===== src/rtl/target_queue_printer.sv =====
// rtl/target_queue_printer.sv - target FIFO with hex screen printer (optional TQP_SEPARATOR_EN adds ',' between X and Y)
module target_queue_printer #(
  parameter int SLOTS      = 3,
  parameter int DIGITS     = 4,
  parameter int COORD_W    = 32,
  parameter int IDX_W      = 8,
  parameter int LIVE_BASE  = 116,
  parameter int ROW_BASE   = 176,
  parameter int ROW_STRIDE = 32
) (
  input  logic               clock,
  input  logic               resetn,
  input  logic [COORD_W-1:0] targetx,
  input  logic [COORD_W-1:0] targety,
  input  logic               queue,
  input  logic               pop,
  input  logic               start,
  output logic [IDX_W-1:0]   char_index,
  output logic [7:0]         char_data,
  output logic               char_we,
  output logic               busy,
  output logic               finish,
  output logic [3:0]         count,
  output logic               overflow
);

`ifdef TQP_SEPARATOR_EN
  localparam int SEP = 1;
`else
  localparam int SEP = 0;
`endif
  localparam int CELLS = 2 * DIGITS + SEP;
  localparam int SH_W  = (COORD_W > 1) ? $clog2(COORD_W) : 1;

  localparam logic [4:0] LAST_POS  = 5'(CELLS - 1);
  localparam logic [3:0] LAST_SLOT = 4'(SLOTS - 1);
  localparam logic [3:0] SLOTS4    = 4'(SLOTS);

  typedef enum logic [1:0] {IDLE, LIVE, QUEUE, DONE} state_t;

  state_t state, n_state;
  logic [4:0] pos, n_pos;
  logic [3:0] slot, n_slot;
  logic       n_emit, n_last;
  logic [IDX_W-1:0] n_index;
  logic [7:0]       n_data;

  logic [3:0] head, tail;
  logic [COORD_W-1:0] x_mem [SLOTS];
  logic [COORD_W-1:0] y_mem [SLOTS];

  logic queue_d1, queue_d2, pop_d1, pop_d2;
  logic push_ev, pop_ev, do_pop;

  function automatic logic [3:0] ptr_inc(input logic [3:0] p);
    return (p == LAST_SLOT) ? 4'd0 : p + 4'd1;
  endfunction

  // Registered copies of queue/pop for rising-edge detection
  always_ff @(posedge clock) begin
    if (!resetn) begin
      queue_d1 <= 1'b0;
      queue_d2 <= 1'b0;
      pop_d1   <= 1'b0;
      pop_d2   <= 1'b0;
    end else begin
      queue_d1 <= queue;
      queue_d2 <= queue_d1;
      pop_d1   <= pop;
      pop_d2   <= pop_d1;
    end
  end

  assign push_ev = queue_d1 & ~queue_d2;
  assign pop_ev  = pop_d1 & ~pop_d2;
  assign do_pop  = pop_ev && (count != 4'd0);

  // Slot storage: a push always lands at the tail, even when it overwrites the oldest
  always_ff @(posedge clock) begin
    for (int k = 0; k < SLOTS; k++) begin
      if (push_ev && tail == 4'(k)) begin
        x_mem[k] <= targetx;
        y_mem[k] <= targety;
      end
    end
  end

  // Head/tail/count bookkeeping and overflow pulse
  always_ff @(posedge clock) begin
    if (!resetn) begin
      head     <= 4'd0;
      tail     <= 4'd0;
      count    <= 4'd0;
      overflow <= 1'b0;
    end else begin
      overflow <= 1'b0;
      if (push_ev) begin
        tail <= ptr_inc(tail);
      end
      if (push_ev && do_pop) begin
        head <= ptr_inc(head);
      end else if (push_ev) begin
        if (count == SLOTS4) begin
          head     <= ptr_inc(head);
          overflow <= 1'b1;
        end else begin
          count <= count + 4'd1;
        end
      end else if (do_pop) begin
        head  <= ptr_inc(head);
        count <= count - 4'd1;
      end
    end
  end

  // Sequencer: decide which cell (if any) is written in the coming cycle
  always_comb begin
    n_state = state;
    n_pos   = pos;
    n_slot  = slot;
    n_emit  = 1'b0;
    case (state)
      IDLE: begin
        if (start) begin
          n_state = LIVE;
          n_pos   = 5'd0;
          n_slot  = 4'd0;
          n_emit  = 1'b1;
        end
      end
      LIVE: begin
        n_emit = 1'b1;
        if (pos == LAST_POS) begin
          n_state = QUEUE;
          n_pos   = 5'd0;
          n_slot  = 4'd0;
        end else begin
          n_pos = pos + 5'd1;
        end
      end
      QUEUE: begin
        n_emit = 1'b1;
        if (pos == LAST_POS) begin
          if (slot == LAST_SLOT) begin
            n_state = DONE;
            n_emit  = 1'b0;
          end else begin
            n_slot = slot + 4'd1;
            n_pos  = 5'd0;
          end
        end else begin
          n_pos = pos + 5'd1;
        end
      end
      default: n_state = IDLE;
    endcase
    n_last = n_emit && (n_state == QUEUE) && (n_slot == LAST_SLOT) && (n_pos == LAST_POS);
  end

  // Character generation for the upcoming cell, reading slot storage by age order
  always_comb begin
    logic [3:0]         phys;
    logic [COORD_W-1:0] sel_x, sel_y;
    logic               valid, is_x, is_sep;
    logic [31:0]        base;
    int                 p, dig, off;
    logic [SH_W-1:0]    sh;
    logic [3:0]         nib;
    logic [7:0]         hexc;

    phys = head + n_slot;
    if (phys >= SLOTS4) phys = phys - SLOTS4;
    sel_x = targetx;
    sel_y = targety;
    valid = 1'b1;
    base  = 32'(LIVE_BASE);
    if (n_state == QUEUE) begin
      for (int k = 0; k < SLOTS; k++) begin
        if (phys == 4'(k)) begin
          sel_x = x_mem[k];
          sel_y = y_mem[k];
        end
      end
      valid = (n_slot < count);
      base  = 32'(ROW_BASE) + 32'(n_slot) * 32'(ROW_STRIDE);
    end

    p      = int'(n_pos);
    is_x   = (p < DIGITS);
    is_sep = (SEP == 1) && (p == DIGITS);
    dig    = is_x ? p : p - DIGITS - SEP;
    if (dig < 0) dig = 0;
    off    = (is_x || SEP == 1) ? p : p + 1;
    sh     = SH_W'(4 * (DIGITS - 1 - dig));
    nib    = is_x ? sel_x[sh +: 4] : sel_y[sh +: 4];
    hexc   = (nib < 4'd10) ? {4'h3, nib} : 8'h37 + {4'h0, nib};

    if (is_sep)      n_data = 8'h2C;
    else if (!valid) n_data = 8'h2D;
    else             n_data = hexc;
    n_index = IDX_W'(base + 32'(off));
  end

  // FSM state and registered write-port outputs
  always_ff @(posedge clock) begin
    if (!resetn) begin
      state      <= IDLE;
      pos        <= 5'd0;
      slot       <= 4'd0;
      char_index <= IDX_W'(LIVE_BASE);
      char_data  <= 8'h00;
      char_we    <= 1'b0;
      busy       <= 1'b0;
      finish     <= 1'b0;
    end else begin
      state   <= n_state;
      pos     <= n_pos;
      slot    <= n_slot;
      char_we <= n_emit;
      busy    <= n_emit;
      finish  <= n_last;
      if (n_emit) begin
        char_index <= n_index;
        char_data  <= n_data;
      end
    end
  end

endmodule


===== config.mk =====
export PLATFORM = sky130hd
export DESIGN_NAME = target_queue_printer
export DESIGN_NICKNAME = d
export VERILOG_FILES = /design/src/rtl/target_queue_printer.sv
export SDC_FILE = /design/constraint.sdc
export NUM_CORES = 1
export LEC_CHECK = 0
export ABC_AREA = 0
export CORE_UTILIZATION = 43
export DETAILED_ROUTE_END_ITERATION = 12
export PLACE_DENSITY = 0.67
export SETUP_SLACK_MARGIN = 0.5
export SKIP_CTS_REPAIR_TIMING = 1
export SYNTH_ARGS = -nofsm -noshare
export SYNTH_HDL_FRONTEND = slang
export SYNTH_SLANG_ARGS = --single-unit

===== constraint.sdc =====
create_clock -name clock -period 6.55 [get_ports clock]
set_clock_uncertainty 0.05 [all_clocks]
set_input_delay 1.965 -clock clock [delete_from_list [all_inputs] [get_ports clock]]
set_output_delay 1.965 -clock clock [all_outputs]
set_load 0.005 [all_outputs]

### Word level (Yosys, flattened, before mapping)

Memory sizes are Yosys's and may differ from the RTL's.
Cells that the tools add are included.

* bits in writable memories: 192
* register bits after elaboration: 46
* input bits: 69
* memories: 2
* logic and storage cells: 145

Memories
* x_mem: depth 3, bits a word 32, read ports 3, clocked after Yosys merged registers in 0, wr ports 1, line 49 `logic [COORD_W-1:0] x_mem [SLOTS];`
* y_mem: depth 3, bits a word 32, read ports 3, clocked after Yosys merged registers in 0, wr ports 1, line 50 `logic [COORD_W-1:0] y_mem [SLOTS];`

* bitwise operators: 7
* equality and inequality tests: 15
* $add $sub $neg: 14
* shift-type cells: 2
* reductions and logical operators: 21
* multiplexer cells: 64
* order comparisons: 5

Operators by type and width (count)
* two-way mux 32 bit: 13
* OR reduction 32 bit: 4
* indexed part select 32 x 6 -> 4 bit: 2
* two-way mux 4 bit: 15
* < comparator 32 x 1 -> 1 bit (second input constant): 1
* == test 4 x 2 -> 1 bit (second input constant): 6
* two-way mux 5 bit: 4
* adder 4 x 1 -> 4 bit (second input constant): 4
* two-way mux 2 bit: 8
* two-way mux 1 bit: 15
* case mux 5 bit (3 select lines): 1
* two-way mux 7 bit: 2
* case mux 4 bit (3 select lines): 1
* == test 5 x 3 -> 1 bit (second input constant): 2
* adder 8 x 6 -> 8 bit: 1
* adder 8 bit (first input constant): 1
* == test 4 x 1 -> 1 bit (second input constant): 2
* logical AND 1 bit: 8
* zero test 4 bit: 2
* two-way mux 8 bit: 1
* adder 6 x 4 -> 7 bit (first input constant): 1
* adder 5 x 1 -> 6 bit (second input constant): 1
* two-way mux 6 bit: 1
* case mux 2 bit (3 select lines): 1
* other kinds (25): 31

### Longest topological paths before layout

Gate-level depths: netlist (run 1).

* word-level depth: 17
* depth in mapped cells: 32

### Worst setup path after synthesis (run 1)

OpenSTA, ideal clock, no wires.

* path kind: input-to-reg
* from: in start
* to: reg char_data[6]
* arrival time: 6.893 ns
* setup time: 0.058 ns
* stages: 26
* slack: -0.451 ns
* path buffers: 3
* cell sequence: nor2b_1 a21oi_1 o21ai_0 o22ai_1 inv_1 fa_1 inv_1 ha_1 clkbuf_1 nand2b_1 a22oi_1 o21ba_2 mux2_4 buf_6 nor2_1 nor2_2 buf_2 a2111oi_0 a2111oi_0 o221ai_1 o311ai_0 ha_1 inv_1 nor3_1 a2111oi_0 o21a_1

* longest elaborated chain between the ends: 15

Ends and longest elaborated chain
* start: declaration: line 17 `input logic start,`
* two-way mux 4 bit (*): line 124 `if (start) begin`
* case mux 4 bit (3 select lines) (*): line 122 `case (state)`
* via n_slot[1]: line 43 `logic [3:0] slot, n_slot;`
* adder 4 bit: line 171 `phys = head + n_slot;`
* subtractor 4 x 2 -> 4 bit or greater-or-equal comparator 4 x 2 -> 1 bit (tied branches): line 172 `if (phys >= SLOTS4) phys = phys - SLOTS4;`
* two-way mux 4 bit: line 172
* zero test 4 bit: line 179 `if (phys == 4'(k)) begin`
* two-way mux 32 bit (3 in a row): line 179
* two-way mux 32 bit: line 177 `if (n_state == QUEUE) begin`
* indexed part select 32 x 6 -> 4 bit: line 195 `nib = is_x ? sel_x[sh +: 4] : sel_y[sh +: 4];`
* two-way mux 4 bit: line 195
* adder 6 x 4 -> 7 bit or < comparator 4 bit (tied branches): line 196 `hexc = (nib < 4'd10) ? {4'h3, nib} : 8'h37 + {4'h0, nib};`
* two-way mux 7 bit: line 196
* two-way mux 7 bit (*): line 199 `else if (!valid) n_data = 8'h2D;`
* end signal: assignment: line 224 `char_data <= n_data;`
* end: declaration: line 19 `output logic [7:0] char_data,`

Mark *: on every way through the listed nets, which the timed path passes. The rest lies on a longest branch.
A chain may end at the register's enable or synchronous reset.

### Final worst setup path (run 1)

Same ends and word-level chain as after synthesis.

==> impl_metrics.env, run 1 <==
export IMPL_synth_edf_count=144
export IMPL_num_vias=8416
export IMPL_p_int_uw=2110
export IMPL_finalSetupViolCount=0
export IMPL_p_per_area_nw_per_um2=222
export IMPL_rrSetupSlack_ps=650
export IMPL_drive_above_1_share_pct=27.2
export IMPL_placed_area_um2=11700
export IMPL_tightest_slew_ps=959
export IMPL_firstDrtPassIters=12
export IMPL_core_area_um2=22000
export IMPL_chipHeight_um=152
export IMPL_synth_area_um2=9730
export IMPL_start_util_pct=44.2
export IMPL_grtUsageMet1_pct=31.8
export IMPL_r2r_end="char_data[6]"
export IMPL_wl_um=29400
export IMPL_hp_class="flop to flop"
export IMPL_io_buffers=75
export IMPL_crit_required_ps=6840
export IMPL_p_seq_share_pct=46.3
export IMPL_hold_slack_ps=403
export IMPL_power_switching_uw=808
export IMPL_outcome="complete, but fails checks"
export IMPL_cts_tree="yes"
export IMPL_ys_ff_latch=189
export IMPL_switching_share_pct=27.6
export IMPL_top_level_ports=93
export IMPL_drc_errors=2
export IMPL_grt_use_met2_pct=39.5
export IMPL_vias_per_cell=6.09
export IMPL_design_area_um2=13100
export IMPL_fin_util_pct=59.6
export IMPL_grt_max_degree=49
export IMPL_slew_headroom_pct=36.0
export IMPL_path_class="primary input to flop"
export IMPL_violations="design-rule violations"
export IMPL_root_buffer="clkbuf_16"
export IMPL_detail_route_wl_per_cell_um=21.3
export IMPL_synth_top_area_share_pct=44.4
export IMPL_irDropWorstVdd_uv=200
export IMPL_row_count=54
export IMPL_synthTopCellsByArea="edfxtp_1 44%, dfxtp_1 9.3%, nand2_1 4.2%, a21oi_1 2.9%, ha_1 2.6%"
export IMPL_multiInputGateArea_um2=4800
export IMPL_antenna_found_initial=0
export IMPL_grt_busiest_layer="met2"
export IMPL_crit_slowest_cell="fa_1"
export IMPL_overflow=0
export IMPL_final_common_cell="edfxtp_1"
export IMPL_syn_instance_count=905
export IMPL_synth_cell_types=80
export IMPL_comb_power_share_pct=16.9
export IMPL_grt_util_met3_pct=4.35
export IMPL_drv_slew=0
export IMPL_area_growth_pct=35.0
export IMPL_cts_sinks=189
export IMPL_synth_largest_area_cell="edfxtp_1"
export IMPL_r2r_start="pos[0]"
export IMPL_layout_common_cells="144 x edfxtp_1, 123 x buf_4, 101 x nand2_1"
export IMPL_rr_worst_depth=28
export IMPL_clock_latency_ps=440
export IMPL_cts_buffers=17
export IMPL_cp_endpoint="char_data[6]"
export IMPL_fin_nets=1180
export IMPL_yosys_warnings=0
export IMPL_p_clk_share_pct=36.7
export IMPL_start_kind="primary input"
export IMPL_syn_num_nets=996
export IMPL_grt_pass1_wl_um=43100
export IMPL_synth_ff_type="edfxtp_1"
export IMPL_rsz0062_at_grt="true"
export IMPL_die_area_um2=23200
export IMPL_grt_use_total_pct=24.2
export IMPL_register_area_um2=5230
export IMPL_fin_crit_ps=6350
export IMPL_die_w_um=152
export IMPL_startpoint="start"
export IMPL_arrival_ps=6630
export IMPL_worst_path_largest_cell_delay_ps=440
export IMPL_insertedDiodeCount=0
export IMPL_cts_buffer_depth=2
export IMPL_dpl_hpwl_um=19500
export IMPL_clk_pin_slew_ps=80
export IMPL_fillers=1762
export IMPL_maxCapViolations=0
export IMPL_fin_crit_sh_pct=96.9
export IMPL_htreeDepth=4
export IMPL_fmax_mhz=158
export IMPL_synth_async_sr_flop_share_pct=0
export IMPL_yosysSeqAreaShare_pct=53.7
export IMPL_crit_path_end_kind="flop"
export IMPL_hold_violations=0
export IMPL_antenna_left=0
export IMPL_crit_path_max_fanout=7
export IMPL_syn_area_per_cell_um2=10.8
export IMPL_leakage_uw=0.00475
export IMPL_gp_congestion=0.904
export IMPL_grt_pass1_vias=7816
export IMPL_drtIter0Drc=796
worst max-delay path, delay by kind of cell:
family          cells  cell delay, ps
compound gates     12            1840
buf+inv             6             650
fa+ha+maj           4            1020
mux                 2             570
simple gates        3             310
xor+xnor            1             250
Yosys cell counts (all sizes together), types with 6 or more instances:
cell type	n
nor4	7
buf	19
a311oi	6
ha	20
nor2b	11
a2111oi	7
o221ai	21
nand3	25
inv	22
a221oi	9
nor3	19
o31ai	7
and3	7
nand2b	6
nand2	108
nor2	58
o211ai	19
dfxtp	45
xor2	6
mux2	9
a21oi	57
xnor2	13
a21o	6
clkbuf	39
edfxtp	144
a31oi	17
a21boi	7
a22oi	9
and2	18
o21ai	44
mux2i	16
a211oi	11
o22ai	11
power groups by stage:
stage	clock (uW)	combinational, uW	sequential (uW)
final	1070	495	1350
after floorplan	0	226	1380
after global placement	0	407	1380
after detailed placement	0	413	1380
after CTS	1090	415	1350
after global routing	1130	527	1360
final cells by class:
cell class	count	area share, %
multi-input combinational	636	36.6
clock buffer	17	3.24
timing repair buffer	222	15.6
sequential	189	39.8
tap	280	2.67
inverter	23	0.676
clock inverter	15	1.49
state kept, by name (all words and copies together), names as in the netlist, 4 cells and up:
register / cells
y_mem: 96
x_mem: 48
char_index: 8
char_data: 7
pos: 5
count: 4
head: 4
slot: 4
tail: 4
worst min-delay path by stage:
stage / slack (ps) / cells after the start / endpoint / startpoint
floorplan: 370 / 1 / pop_d2 / pop_d1
global placement: 380 / 1 / queue_d2 / queue_d1
detailed placement: 390 / 1 / queue_d2 / queue_d1
CTS: 410 / 1 / queue_d2 / queue_d1
global route: 440 / 2 / char_index[1] / char_index[1]
finish: 400 / 1 / queue_d2 / queue_d1
per-layer routing:
layer / up-vias / share of wire, %
met2: 360 / 49
met1: 4137 / 41
met3: 61 / 6.8
li1: 3858 / -
met5: - / 0
met4: 0 / 3.0
kinds of logic after synthesis:
group	synth area share (%)
compound gates	20.3
xor+xnor	2.17
fa+ha+maj	2.98
buf+inv	3.59
flops	53.7
mux	2.76
other cells	0.0385
simple gates	14.4
per-stage QoR:
stage	TNS [ps]	total power, uW	setup slack (ps)	std cells
floorplan	-183	1600	-112	905
detailed placement	-5670	1790	-993	1322
global placement	-5540	1790	-941	1322
global route	0	3020	17.7	1382
finish	0	2920	203	1382
CTS	-2730	2860	-585	1354
Power figures use the tool's default switching activity.
==> run 2, diff against run 1 <==
--- a/config.mk
+++ b/config.mk
@@ -6,11 +6,12 @@
 export NUM_CORES = 1
 export LEC_CHECK = 0
 export ABC_AREA = 0
-export CORE_UTILIZATION = 43
+export CORE_UTILIZATION = 51
 export DETAILED_ROUTE_END_ITERATION = 12
-export PLACE_DENSITY = 0.67
+export PLACE_DENSITY = 0.77
 export SETUP_SLACK_MARGIN = 0.5
 export SKIP_CTS_REPAIR_TIMING = 1
+export SLEW_MARGIN = 20
 export SYNTH_ARGS = -nofsm -noshare
 export SYNTH_HDL_FRONTEND = slang
 export SYNTH_SLANG_ARGS = --single-unit
==> run 2 against run 1 <==
The flow now finishes without violations. Via count rose by 1.9%. Final area fell by 1.9%. Count of clock-buffer cells in the layout rose by 1. Non-clock buffer count fell by 1.
==> impl_metrics.env, run 2 (same netlist as run 1, synthesis figures left out) <==
export IMPL_outcome="finished clean"
export IMPL_detail_route_wl_per_cell_um=22.1
export IMPL_tns_ps=0
export IMPL_clk_pin_slew_ps=70
export IMPL_crit_required_ps=6840
export IMPL_irDropWorstVdd_uv=187
export IMPL_crit_path_end_kind="flop"
export IMPL_antenna_left=0
export IMPL_num_vias=8579
export IMPL_fin_crit_sh_pct=97.8
export IMPL_drv_slew=0
export IMPL_dpl_worst_slack_ps=-959
export IMPL_path_class="primary input to flop"
export IMPL_arrival_ps=6700
export IMPL_slew_headroom_pct=29.0
export IMPL_worst_hold_path_endpoint="queue_d2"
export IMPL_design_area_um2=12900
export IMPL_gp_congestion=0.891
export IMPL_min_from="queue_d1"
export IMPL_grt_use_total_pct=29.1
export IMPL_min_path_cells=1
export IMPL_firstDrtPassIters=6
export IMPL_tightest_slew_ps=1070
export IMPL_row_count=50
export IMPL_hp_class="flop to flop"
export IMPL_cts_sinks=189
export IMPL_insertedDiodeCount=0
export IMPL_crit_path_max_fanout=7
export IMPL_drive_above_1_share_pct=25.6
export IMPL_rrSetupSlack_ps=560
export IMPL_fin_ws_ps=141
export IMPL_die_area_um2=19600
export IMPL_drtIter0Drc=978
export IMPL_die_w_um=140
export IMPL_worst_path_largest_cell_delay_ps=620
export IMPL_hold_violations=0
export IMPL_wl_um=29500
export IMPL_top_register="y_mem"
export IMPL_finalSetupViolCount=0
export IMPL_top_level_ports=93
export IMPL_cts_buffers=17
export IMPL_start_kind="primary input"
export IMPL_fmax_mhz=156
export IMPL_clock_latency_ps=440
export IMPL_overflow=0
export IMPL_chipHeight_um=140
export IMPL_root_buffer="clkbuf_16"
export IMPL_maxCapViolations=0
export IMPL_p_per_area_nw_per_um2=222
export IMPL_top_regs="y_mem (96), x_mem (48), char_index (8)"
export IMPL_htreeDepth=4
export IMPL_layout_common_cells="144 x edfxtp_1, 128 x buf_4, 104 x nand2_1"
export IMPL_r2r_end="char_data[0]"
export IMPL_vias_per_cell=6.43
export IMPL_rsz0062_at_grt="true"
export IMPL_area_growth_pct=32.4
export IMPL_final_common_cell="edfxtp_1"
export IMPL_core_area_um2=18700
export IMPL_cts_tree="yes"
export IMPL_power_uw=2860
export IMPL_cts_buffer_depth=2
export IMPL_leakage_uw=0.00471
export IMPL_grt_max_degree=49
export IMPL_grt_pass1_vias=8037
export IMPL_rr_worst_depth=26
export IMPL_io_buffers=75
export IMPL_fin_crit_ps=6410
export IMPL_dpl_hpwl_um=19200
export IMPL_grt_pass1_wl_um=43400
export IMPL_start_util_pct=52.0
export IMPL_hold_slack_ps=399
export IMPL_crit_slowest_cell="a2111oi_4"
export IMPL_r2r_start="pos[0]"
export IMPL_antenna_found_initial=0
export IMPL_largest_reg_flops=96
export IMPL_fillers=1310
export IMPL_drc_errors=0
export IMPL_fin_nets=1178
export IMPL_placed_area_um2=11700
## run 2: changes by cell type in the layout (fill, tap and decap cells not counted), moves of 3 or more
cell	previous run	this run
a31oi_1	9	15
buf_6	13	7
buf_4	123	128
a31oi_2	6	2
clkinv_1	1	4
clkinv_8	4	1
nand2_1	101	104
nand2_2	7	4
## run 2: stage by stage
step | utilization (%) | std cells
2_1_floorplan | - | 905
3_3_place_gp | 62.5 | 1279
3_5_place_dp | 62.5 | 1279
4_1_cts | 65.5 | 1311
5_1_grt | 68.9 | 1334
6_report | 68.9 | 1334
## run 2: power breakdown
part | leakage (uW) | internal, uW | switching [uW]
sequential | 0.00168 | 1330 | 26.2
combinational | 0.00275 | 224 | 255
clock | 0.000275 | 533 | 491
## run 2: worst max-delay path: cells and delay by family
| kind | cells | cell delay (ps) |
|---|---|---|
| fa+ha+maj | 3 | 810 |
| buf+inv | 6 | 670 |
| compound gates | 10 | 2410 |
| mux | 2 | 440 |
| simple gates | 4 | 270 |
| xor+xnor | 1 | 120 |
## run 2: cell type report
type / count / area, um2 / share of cell area [%]
repair buffers: 221 / 2010 / 15.6
inverters: 23 / 88.8 / 0.689
well taps: 234 / 293 / 2.27
clock inverters: 14 / 139 / 1.08
multi-input cells: 635 / 4700 / 36.5
clock buffers: 18 / 429 / 3.33
flip-flops and latches: 189 / 5230 / 40.5
## run 2: how the worst max path moves through the flow
| stage | start | end | slack [ps] | depth (start not counted) |
|---|---|---|---|---|
| floorplan | start | char_data[6] | -110 | 28 |
| global placement | start | char_data[6] | -900 | 28 |
| detailed placement | start | char_data[6] | -960 | 28 |
| CTS | start | char_data[6] | -540 | 29 |
| global route | start | char_data[6] | -1 | 26 |
| finish | start | char_data[0] | 140 | 26 |
## run 2: per-layer routing
layer / share of wire, % / wire length (um) / global-route usage [%] / vias up
met4: 3.7 / 1110 / 12.6 / 0
met1: 38 / 11200 / 36.8 / 4141
met2: 49 / 14400 / 48.6 / 503
met3: 9.7 / 2860 / 6.12 / 88
li1: - / - / - / 3847
met5: 0 / 0 / 0 / -
